<file path="src/rtl/jtag_cmd_engine.sv">
// JTAG command engine: decodes synchronised update words, fills/drains the
// ping-pong buffer and programs one of NUM_CH DMA channels.
module jtag_cmd_engine #(
  parameter int DATA_WIDTH = 32,
  parameter int ADDR_WIDTH = 32,
  parameter int BUF_AW     = 8,
  parameter int NUM_CH     = 2,
  parameter int CH_W       = 1
) (
  input  logic                    system_clk,
  input  logic                    reset,
  input  logic                    cmd_valid,
  input  logic [3:0]              cmd_opcode,
  input  logic [DATA_WIDTH-1:0]   cmd_payload,
  output logic                    cmd_ready,
  output logic [DATA_WIDTH-1:0]   rsp_data,
  output logic                    rsp_valid,
  output logic [BUF_AW-1:0]       buf_addr,
  output logic                    buf_we,
  output logic [DATA_WIDTH-1:0]   buf_wdata,
  input  logic [DATA_WIDTH-1:0]   buf_rdata,
  output logic                    buf_switch,
  output logic [NUM_CH-1:0]       dma_launch,
  output logic                    dma_write,
  output logic [ADDR_WIDTH-1:0]   dma_address,
  output logic [DATA_WIDTH/8-1:0] dma_byte_enable,
  output logic [7:0]              dma_burst_size,
  output logic [BUF_AW:0]         dma_block_size,
  input  logic [NUM_CH-1:0]       dma_busy,
  input  logic [NUM_CH-1:0]       dma_done,
  input  logic [BUF_AW:0]         dma_block_size_in,
  output logic                    error
);

  localparam logic [3:0] OP_NOP      = 4'h0;
  localparam logic [3:0] OP_SET_ADDR = 4'h1;
  localparam logic [3:0] OP_SET_BE   = 4'h2;
  localparam logic [3:0] OP_SET_BRST = 4'h3;
  localparam logic [3:0] OP_SET_CH   = 4'h4;
  localparam logic [3:0] OP_GET_ADDR = 4'h5;
  localparam logic [3:0] OP_WR_WORD  = 4'h8;
  localparam logic [3:0] OP_RD_WORD  = 4'h9;
  localparam logic [3:0] OP_LNCH_WR  = 4'hA;
  localparam logic [3:0] OP_LNCH_RD  = 4'hB;
  localparam logic [3:0] OP_SWITCH   = 4'hC;
  localparam logic [3:0] OP_CLEAR    = 4'hE;
  localparam logic [3:0] OP_SRST     = 4'hF;

  localparam logic [BUF_AW:0] DEPTH = {1'b1, {BUF_AW{1'b0}}};

  typedef enum logic [2:0] {IDLE, RD_ADDR, RD_DATA, WAIT_DMA, SWITCH, LAUNCH} state_t;

  state_t                    state, state_nxt;
  logic [BUF_AW:0]           count, count_nxt;
  logic [BUF_AW:0]           rd_ptr, rd_ptr_nxt;
  logic [CH_W-1:0]           ch_sel, ch_sel_nxt;
  logic                      launch_en, launch_en_nxt;
  logic                      error_nxt;
  logic [DATA_WIDTH-1:0]     rsp_data_nxt;
  logic                      rsp_valid_nxt, send_stat;
  logic [BUF_AW-1:0]         buf_addr_nxt;
  logic                      buf_we_nxt;
  logic [DATA_WIDTH-1:0]     buf_wdata_nxt;
  logic                      dma_write_nxt;
  logic [ADDR_WIDTH-1:0]     dma_address_nxt;
  logic [DATA_WIDTH/8-1:0]   dma_byte_enable_nxt;
  logic [7:0]                dma_burst_size_nxt;
  logic [BUF_AW:0]           dma_block_size_nxt;
  logic [BUF_AW:0]           rd_len;
  logic                      soft_rst;

  function automatic logic [DATA_WIDTH-1:0] stat_word(input logic err, input logic busy,
                                                      input logic done, input logic [BUF_AW:0] cnt);
    logic [DATA_WIDTH-1:0] w;
    w = '0;
    w[0] = err;
    w[1] = busy;
    w[2] = done;
    w[BUF_AW+3:3] = cnt;
    return w;
  endfunction

  assign soft_rst = reset || (cmd_valid && (cmd_opcode == OP_SRST));
  assign rd_len   = cmd_payload[BUF_AW:0];

  always_comb begin
    state_nxt           = state;
    count_nxt           = count;
    rd_ptr_nxt          = rd_ptr;
    ch_sel_nxt          = ch_sel;
    launch_en_nxt       = launch_en;
    error_nxt           = error;
    rsp_data_nxt        = rsp_data;
    rsp_valid_nxt       = 1'b0;
    send_stat           = 1'b0;
    buf_addr_nxt        = buf_addr;
    buf_we_nxt          = 1'b0;
    buf_wdata_nxt       = buf_wdata;
    dma_write_nxt       = dma_write;
    dma_address_nxt     = dma_address;
    dma_byte_enable_nxt = dma_byte_enable;
    dma_burst_size_nxt  = dma_burst_size;
    dma_block_size_nxt  = dma_block_size;
    cmd_ready           = (state == IDLE);
    buf_switch          = (state == SWITCH);
    dma_launch          = (state == LAUNCH && launch_en) ? (NUM_CH'(1) << ch_sel) : '0;

    case (state)
      IDLE: if (cmd_valid) begin
        send_stat = 1'b1;
        case (cmd_opcode)
          OP_NOP:      ;
          OP_SET_ADDR: dma_address_nxt = cmd_payload[ADDR_WIDTH-1:0];
          OP_SET_BE:   dma_byte_enable_nxt = cmd_payload[DATA_WIDTH/8-1:0];
          OP_SET_BRST: dma_burst_size_nxt = cmd_payload[7:0];
          OP_SET_CH: begin
            if (cmd_payload >= DATA_WIDTH'(NUM_CH)) error_nxt = 1'b1;
            else ch_sel_nxt = cmd_payload[CH_W-1:0];
          end
          OP_GET_ADDR: begin
            send_stat     = 1'b0;
            rsp_valid_nxt = 1'b1;
            rsp_data_nxt  = DATA_WIDTH'(dma_address);
          end
          OP_WR_WORD: begin
            // No wrap: a full buffer rejects further writes.
            if (count < DEPTH) begin
              buf_we_nxt    = 1'b1;
              buf_addr_nxt  = count[BUF_AW-1:0];
              buf_wdata_nxt = cmd_payload;
              count_nxt     = count + (BUF_AW+1)'(1);
            end else begin
              error_nxt = 1'b1;
            end
          end
          OP_RD_WORD: begin
            if (rd_ptr < count) begin
              send_stat    = 1'b0;
              buf_addr_nxt = rd_ptr[BUF_AW-1:0];
              state_nxt    = RD_ADDR;
            end else begin
              error_nxt = 1'b1;
            end
          end
          OP_LNCH_WR: begin
            if (count == '0) begin
              error_nxt = 1'b1;
            end else begin
              send_stat          = 1'b0;
              dma_write_nxt      = 1'b1;
              dma_block_size_nxt = count;
              launch_en_nxt      = 1'b1;
              state_nxt          = WAIT_DMA;
            end
          end
          OP_LNCH_RD: begin
            if (rd_len == '0 || rd_len > DEPTH) begin
              error_nxt = 1'b1;
            end else begin
              send_stat          = 1'b0;
              dma_write_nxt      = 1'b0;
              dma_block_size_nxt = rd_len;
              launch_en_nxt      = 1'b1;
              state_nxt          = WAIT_DMA;
            end
          end
          OP_SWITCH: begin
            send_stat     = 1'b0;
            launch_en_nxt = 1'b0;
            state_nxt     = WAIT_DMA;
          end
          OP_CLEAR: begin
            count_nxt  = '0;
            rd_ptr_nxt = '0;
            error_nxt  = 1'b0;
          end
          OP_SRST: send_stat = 1'b0;
          default: error_nxt = 1'b1;
        endcase
      end
      RD_ADDR: state_nxt = RD_DATA;
      RD_DATA: begin
        rsp_data_nxt  = buf_rdata;
        rsp_valid_nxt = 1'b1;
        rd_ptr_nxt    = rd_ptr + (BUF_AW+1)'(1);
        state_nxt     = IDLE;
      end
      WAIT_DMA: if (!dma_busy[ch_sel]) state_nxt = SWITCH;
      SWITCH: begin
        count_nxt  = dma_block_size_in;
        rd_ptr_nxt = '0;
        state_nxt  = LAUNCH;
      end
      LAUNCH: begin
        send_stat = 1'b1;
        state_nxt = IDLE;
      end
      default: state_nxt = IDLE;
    endcase

    // Busy engine: anything but a soft reset is dropped and flagged.
    if (cmd_valid && (state != IDLE) && (cmd_opcode != OP_SRST)) error_nxt = 1'b1;

    if (send_stat) begin
      rsp_valid_nxt = 1'b1;
      rsp_data_nxt  = stat_word(error_nxt, dma_busy[ch_sel_nxt], dma_done[ch_sel_nxt], count_nxt);
    end
  end

  always_ff @(posedge system_clk) begin
    if (soft_rst) begin
      state           <= IDLE;
      count           <= '0;
      rd_ptr          <= '0;
      ch_sel          <= '0;
      launch_en       <= 1'b0;
      error           <= 1'b0;
      rsp_data        <= '0;
      rsp_valid       <= 1'b0;
      buf_addr        <= '0;
      buf_we          <= 1'b0;
      buf_wdata       <= '0;
      dma_write       <= 1'b0;
      dma_address     <= '0;
      dma_byte_enable <= '1;
      dma_burst_size  <= '0;
      dma_block_size  <= '0;
    end else begin
      state           <= state_nxt;
      count           <= count_nxt;
      rd_ptr          <= rd_ptr_nxt;
      ch_sel          <= ch_sel_nxt;
      launch_en       <= launch_en_nxt;
      error           <= error_nxt;
      rsp_data        <= rsp_data_nxt;
      rsp_valid       <= rsp_valid_nxt;
      buf_addr        <= buf_addr_nxt;
      buf_we          <= buf_we_nxt;
      buf_wdata       <= buf_wdata_nxt;
      dma_write       <= dma_write_nxt;
      dma_address     <= dma_address_nxt;
      dma_byte_enable <= dma_byte_enable_nxt;
      dma_burst_size  <= dma_burst_size_nxt;
      dma_block_size  <= dma_block_size_nxt;
    end
  end

endmodule

</file>
<file path="config.mk">
export PLATFORM = sky130hd
export DESIGN_NAME = jtag_cmd_engine
export DESIGN_NICKNAME = d
export VERILOG_FILES = /design/src/rtl/jtag_cmd_engine.sv
export SDC_FILE = /design/constraint.sdc
export NUM_CORES = 1
export LEC_CHECK = 0
export BUFFER_PORTS_ARGS = -buffer_cell sky130_fd_sc_hd__buf_4
export CORE_MARGIN = 10
export CORE_UTILIZATION = 46
export DETAILED_ROUTE_END_ITERATION = 8
export GPL_ROUTABILITY_DRIVEN = 0
export PLACE_DENSITY_LB_ADDON = 0.08
export SLEW_MARGIN = 10
export SYNTH_ARGS = -nofsm -noshare
export SYNTH_HDL_FRONTEND = slang
export SYNTH_SLANG_ARGS = --single-unit
</file>
<file path="constraint.sdc">
create_clock -name system_clk -period 2.5 [get_ports system_clk]
set_input_delay 0.125 -clock system_clk [delete_from_list [all_inputs] [get_ports system_clk]]
set_output_delay 0.125 -clock system_clk [all_outputs]
set_load 0.005 [all_outputs]
</file>
==> results by group, run 1 <==
Clock tree
  • Clk slew on worst S/H paths: 60 ps
  • CTS buffer count: 17
  • Clock Tree Buf Depth: 2
  • Root buf cell: clkbuf_16
  • Clock sink total: 152
  • CTS tree: done
  • CTS H-tree lvls: 4
  • Clock latency on the worst-skew pair: 430 ps

Worst setup path
  • Delay-heaviest family, CP: compound AO/OA/AOI/OAI gates
  • Worst Path Arrival: 2700 ps
  • Reg2reg start: count[7]
  • CP bufs+invs: 3
  • R2r setup slk: 110 ps
  • Reg2Reg Depth: 11
  • Setup CP Type: flip-flop to flip-flop
  • Cell chain of the critical path: inv_1 > ha_1 > nand4_1 > nor2_1 > a211oi_2 > buf_4 > o21a_1 > a41oi_2 > nor2_1 > buf_4 > a221o_1
  • CP Launch Type: flip-flop
  • Req. time, crit path: 2810 ps
  • CP Capture Type: flip-flop
  • Crit-path max FO: 4
  • Critical path's largest stage delay: 340 ps
  • Reg2Reg Capture Point: rsp_data[0]
  • Critical Path Slowest Stage Cell: dfxtp_1

Timing
  • Slew @ Worst Pin: 539 ps
  • Relative slew slack: 64.1%
  • Clock skew: 6.81 ps
  • F_max: 419 MHz
  • Final number of hold-violating endpoints: 0
  • Final setup violation count: 0
  • Max Slew Vio Count: 0
  • Period utilization: 95.5%
  • Fin crit period: 2390 ps

Floorplan
  • Initial Utilization: 47.2%
  • Die width: 143 um
  • Core area: 14600 um2
  • Die area: 20300 um2
  • Num rows: 44
  • I/O pin count: 217
  • Die height: 143 um

Synthesis
  • Synthesized area per cell: 8.32 um2
  • Netlist area before placement: 6910 um2
  • Leading area contributor after synthesis: dfxtp_1
  • Top_reg_cell synth: dfxtp_1
  • Synth cell types: 54
  • EDFF count, synth: 0
  • Yosys warns: 0
  • Synthesized Nets: 925
  • Yosys top cell area share: 44.0%
  • Number of synthesized register bits: 152
  • Post-synthesis sequential area ratio: 44.0%
  • Post-synth ARST share: 0%
  • Synth top area cells: dfxtp_1, nand2_1, mux2i_1, a21oi_1, nor2_1
  • Synthesized instance count: 830

Placed design
  • Buffers on Ports: 216
  • Dpl hpwl: 18400 um
  • Placed cell count: 1230

Routing
  • Vias/cell: 5.49
  • DRC: 0
  • Routed WL: 24500 um
  • First-pass iteration count of the detailed router: 5
  • Post-DRT Antenna Nets: 0
  • Wire length per cell: 19.1 um
  • Vias: 7060
  • Drt first-iter violations: 478

Hold path
  • Hold depth: 3
  • Hold path start: cmd_payload[2]
  • Worst hold path type: input pin to flip-flop
  • Hold Path Sink: buf_wdata[2]

Global routing
  • Largest net degree at the start of global routing: 44
  • Number of global-route vias before repair: 6809
  • First-pass GRT wire length: 37500 um
  • Gr ovfl total: 0
  • Total GRT Usage: 23.2%
  • Antenna violations before repair: 0

Power
  • Static Leak: 4.25 nW
  • Peak VDD IR: 465 uV
  • Tot Pwr: 0.00598 W
  • Pwr Density: 602 nW/um2

Finish
  • ANT cells: 0
  • Syn-to-layout area delta: 43.8%
  • Non-Filler Instances: 1287
  • Layout cells sized above 1: 30.0%
  • Nets: 1185

Status
  • Outcome: finished clean

Job
  • Total of max-cap violations: 0
-- layer usage --
| layer | part of all wire (%) | wire [um] | global-route usage, % | vias to the layer above |
|---|---|---|---|---|
| met4 | 2.9 | 720 | 9.07 | 0 |
| met1 | 43 | 10500 | 29.2 | 3291 |
| li1 | - | - | - | 3437 |
| met5 | 0 | 0 | 0 | - |
| met3 | 9.7 | 2380 | 8.61 | 43 |
| met2 | 44 | 10900 | 35.3 | 289 |
-- how the worst max path moves through the flow --
stage | start | slack [ps] | cells past startpoint | end
floorplan | count[2] | 140 | 10 | buf_addr[5]
global placement | cmd_payload[4] | 50 | 9 | rsp_data[2]
detailed placement | cmd_payload[4] | -20 | 9 | rsp_data[1]
CTS | count[8] | 90 | 11 | rsp_data[0]
global route | count[7] | -60 | 11 | rsp_data[0]
finish | count[7] | 110 | 11 | rsp_data[0]
-- state kept, by name, indices dropped and copies added, names as in the netlist, 4 cells and up --
register,count
dma_block_size,9
dma_byte_enable,4
dma_burst_size,8
buf_wdata,32
rd_ptr,9
dma_address,32
count,9
rsp_data,32
buf_addr,8
-- kinds of logic (layout without fill, tap and decap cells) --
logic type / count (synthesis) / count (layout) / synth area share [%]
adder cells (fa/ha/maj): 11 / 11 / 1.99
AO/OA/AOI/OAI: 181 / 181 / 16.4
buffers and inverters: 70 / 343 / 3.97
XOR/XNOR: 6 / 6 / 0.761
flip-flops: 152 / 152 / 44.1
AND/OR/NAND/NOR: 336 / 336 / 21.9
multiplexers: 74 / 74 / 11.0
-- where the power goes --
part	switching, W	internal [W]
combinational	0.000358	0.000330
clock	0.00107	0.00172
sequential	0.0000348	0.00247
-- placed cells by master, fill, tap and decap left out, types with 10 or more instances in the layout --
master         netlist  layout
a211oi_1            32      29
a21oi_1             90      90
and2_1              10      10
buf_4                1     266
clkbuf_16            0      17
dfxtp_1            152     151
dlygate4sd3_1        0      25
ha_1                11      10
inv_1               16      15
mux2_2              15      15
mux2i_1             59      59
nand2_1            161     160
nand3_1             17      17
nor2_1              82      82
o21ai_0             17      17
-- worst register-to-register path, cell delays in order (launching register included) --
cell and delay (ps):
dfxtp_1 340, inv_1 60, ha_1 290, nand4_1 150, nor2_1 180, a211oi_2 100, buf_4 160, o21a_1 200
a41oi_2 220, nor2_1 90, buf_4 160, a221o_1 330
-- cells in the mapped netlist (3+ instances only) --
cell,count
a221o_1,3
o2bb2ai_1,8
mux2_2,15
dfxtp_1,152
mux2i_1,59
nor4_1,8
or3_1,6
a32oi_1,3
buf_1,3
inv_1,16
clkbuf_1,43
nor4b_1,3
nor2_1,82
o21ai_0,17
a22o_1,4
xor2_1,4
nand2b_1,5
nand2_1,161
a31oi_1,5
buf_2,6
nor3_1,8
ha_1,11
nor2b_1,6
and2_1,10
a211oi_1,32
nand3_1,17
nand4_1,8
a21oi_1,90
and3_1,8
-- through the flow --
stage / hold slack, ps / worst slack, ps / cell area (um2) / setup TNS, ps / utilization, %
floorplan: 261 / 141 / 6910 / 0 / -
global placement: 394 / 46.0 / 9000 / 0 / 61.5
detailed placement: 399 / -21.4 / 9000 / -21.4 / 61.5
CTS: 1.71 / 88.0 / 9890 / 0 / 67.5
global route: 18.7 / -56.0 / 9930 / -56.0 / 67.8
finish: 23.8 / 112 / 9930 / 0 / 67.8
-- layout make-up --
cell class / count / area (um2)
clock buffer: 20 / 447
fill: 1236 / 4710
clock inverter: 12 / 188
sequential: 152 / 3040
timing repair buffer: 294 / 2310
inverter: 17 / 63.8
multi-input combinational: 608 / 3650
tap: 184 / 230
-- what timing repair did --
action,4_1_cts,5_1_grt
hold endpoints to repair,50,0
buffers inserted,0,0
hold buffers,25,0
gates resized for setup,0,9
endpoints found under the setup margin,0,34
(Power assumes the default switching activity.)
==> inputs of run 2 (changes only) <==
--- a/config.mk
+++ b/config.mk
@@ -6,12 +6,13 @@
 export NUM_CORES = 1
 export LEC_CHECK = 0
 export BUFFER_PORTS_ARGS = -buffer_cell sky130_fd_sc_hd__buf_4
+export CORE_ASPECT_RATIO = 1.25
 export CORE_MARGIN = 10
 export CORE_UTILIZATION = 46
 export DETAILED_ROUTE_END_ITERATION = 8
 export GPL_ROUTABILITY_DRIVEN = 0
 export PLACE_DENSITY_LB_ADDON = 0.08
-export SLEW_MARGIN = 10
+export SLEW_MARGIN = 40
 export SYNTH_ARGS = -nofsm -noshare
 export SYNTH_HDL_FRONTEND = slang
 export SYNTH_SLANG_ARGS = --single-unit
==> run 2 against run 1 <==
Net effect:
- first-iteration DRC count grew 2.7%
- sequential power hardly changed
- largest power group unchanged
- clock skew shrank 0.71 ps
- design area fell by 0.53%
- clock-buffer cell count did not move
- non-clock buffer count down 2
- hold slack got worse by 3.2 ps
- sequential share of layout area up 0.15 points
- combinational power about the same
- total power down 4.0%
==> results by group, run 2 (synthesis results as in run 1) <==
Status
  • Outcome: finished clean

Timing
  • Relative slew slack: 66.7%
  • Final setup violation count: 0
  • Hold slack: 20.6 ps
  • Unrepaired setup endpoints after global routing: no
  • Max Slew Vio Count: 0
  • Slew @ Worst Pin: 500 ps
  • Clock skew: 6.10 ps
  • F_max: 432 MHz
  • Period utilization: 92.6%
  • Final number of hold-violating endpoints: 0
  • Fin crit period: 2310 ps
  • Post-route setup TNS: 0 ps

Worst setup path
  • Delay-heaviest family, CP: simple AND/OR/NAND/NOR gates
  • Req. time, crit path: 2810 ps
  • Worst path most repeated cell: mux2i_1
  • Critical path's largest stage delay: 550 ps
  • CP Launch Type: input pin
  • Reg2Reg Capture Point: rsp_data[3]
  • R2r setup slk: 190 ps
  • Worst Path Arrival: 2620 ps
  • Stages on the worst setup path: 10
  • CP Capture Type: flip-flop
  • Critical Path Slowest Stage Cell: dlygate4sd3_1
  • Reg2Reg Depth: 9
  • Reg2reg start: state[1]
  • Cell chain of the critical path: dlygate4sd3_1 > buf_4 > nor4_1 > nand3_1 > nor4_2 > mux2i_1 > buf_4 > mux2i_1 > mux2i_1 > a22o_1
  • Crit-path max FO: 3
  • Setup CP Type: input pin to flip-flop
  • CP bufs+invs: 3

Routing
  • DRC: 0
  • Routed WL: 24100 um
  • Vias/cell: 5.46
  • First-pass iteration count of the detailed router: 5
  • Vias: 6994
  • Drt first-iter violations: 491
  • Post-DRT Antenna Nets: 0
  • Wire length per cell: 18.9 um

Clock tree
  • CTS H-tree lvls: 4
  • Clock latency on the worst-skew pair: 420 ps
  • Root buf cell: clkbuf_16
  • CTS tree: done
  • Clock sink total: 152
  • Clock Tree Buf Depth: 2
  • CTS buffer count: 17
  • Clk slew on worst S/H paths: 60 ps

Hold path
  • Hold path start: cmd_payload[8]
  • Hold Path Sink: buf_wdata[8]
  • Hold depth: 3
  • Worst hold path type: input pin to flip-flop

Finish
  • Final core utilization: 66.3%
  • Syn-to-layout area delta: 43.0%
  • Regs by FF count: buf_wdata (32), dma_address (32), rsp_data (32)
  • Fillers: 1302
  • Layout cells sized above 1: 29.7%
  • Final instance area: 9880 um2
  • Commonest non-fill, non-tap cell in the layout: buf_4
  • Commonest cells after routing, fill and taps aside: buf_4, nand2_1, dfxtp_1, a21oi_1, nor2_1
  • Nets: 1183

Power
  • Switching Fraction: 23.7%
  • Combinational Power Share: 12.0%
  • Sequential power share: 43.7%
  • Static Leak: 4.23 nW
  • Pwr Density: 582 nW/um2
  • Internal Power: 0.00438 W
  • Peak VDD IR: 347 uV
  • Sw Pwr: 0.00136 W
  • Clk network pwr share: 44.4%

Global routing
  • First-pass GRT wire length: 37000 um
  • Antenna violations before repair: 0
  • Number of global-route vias before repair: 6784
  • Largest net degree at the start of global routing: 41
  • Total GRT Usage: 23.0%
  • Gr ovfl total: 0

Placed design
  • Dpl hpwl: 18000 um
  • Buffers on Ports: 216
  • Area after DPL: 8990 um2

Floorplan
  • Core area: 14900 um2
  • Die height: 157 um
  • Num rows: 50
  • Die width: 130 um
  • I/O pin count: 217
  • Initial Utilization: 46.4%
  • Die area: 20300 um2

Job
  • Total of max-cap violations: 0
-- run 2: cell count changes in the layout (fill, tap and decap cells not counted), moves of 2 or more --
cell,delta
a211oi_2,+2
buf_12,+2
inv_6,-4
a211oi_1,-2
buf_4,-3
-- run 2: worst max-delay path by stage --
stage                     from           to  slack [ps]
2_1_floorplan         count[2]  buf_addr[5]         140
3_3_place_gp    cmd_payload[4]  rsp_data[1]          30
3_5_place_dp    cmd_payload[4]  rsp_data[2]         -40
4_1_cts               count[7]  rsp_data[2]          90
5_1_grt               count[6]  rsp_data[7]           7
6_report       cmd_payload[21]  rsp_data[2]         190
-- run 2: power by group through the flow --
stage	sequential [W]	clock [W]	combinational, W
2_1_floorplan	0.00256	0	0.000294
3_3_place_gp	0.00256	0	0.000630
3_5_place_dp	0.00256	0	0.000632
4_1_cts	0.00251	0.00260	0.000668
5_1_grt	0.00251	0.00268	0.000747
6_report	0.00251	0.00255	0.000688
-- run 2: final cells by class --
cell class / instances / area, um2 / share of cell area [%]
well taps: 182 / 228 / 2.31
clock buffers: 20 / 447 / 4.52
multi-input cells: 608 / 3650 / 37.0
diodes: 1 / 2.50 / 0.0253
repair buffers: 292 / 2310 / 23.4
clock inverters: 8 / 125 / 1.27
inverters: 17 / 63.8 / 0.646
flip-flops and latches: 152 / 3040 / 30.8
-- run 2: routing by layer --
layer  GRT usage, %  vias to the layer above  part of all wire [%]
met1           28.0                     3248                    42
li1               -                     3425                     -
met5              0                        -                     0
met2           35.8                      277                    46
met3           7.24                       44                   8.6
met4           11.4                        0                   3.2
-- run 2: worst reg2reg max path, stage by stage (launching register included) --
cell	delay (ps)
dfxtp_1	500
inv_1	170
nand2_1	140
clkinv_1	260
nand3_1	200
nor2_1	60
a221oi_1	420
buf_4	190
mux2i_1	60
a22o_1	200
-- run 2: repair_timing --
action / 4_1_cts / 5_1_grt
buffers inserted: 0 / 2
hold endpoints to repair: 47 / 0
hold buffers: 24 / 0
setup endpoints to repair: 0 / 32
gates resized for setup: 0 / 9
-- run 2: through the flow --
stage          power (W)  setup slack [ps]  std cells
2_1_floorplan    0.00285               141        830
3_3_place_gp     0.00319              31.7       1225
3_5_place_dp     0.00319             -35.6       1225
4_1_cts          0.00577              87.4       1277
5_1_grt          0.00594              7.47       1279
6_report         0.00574               186       1280
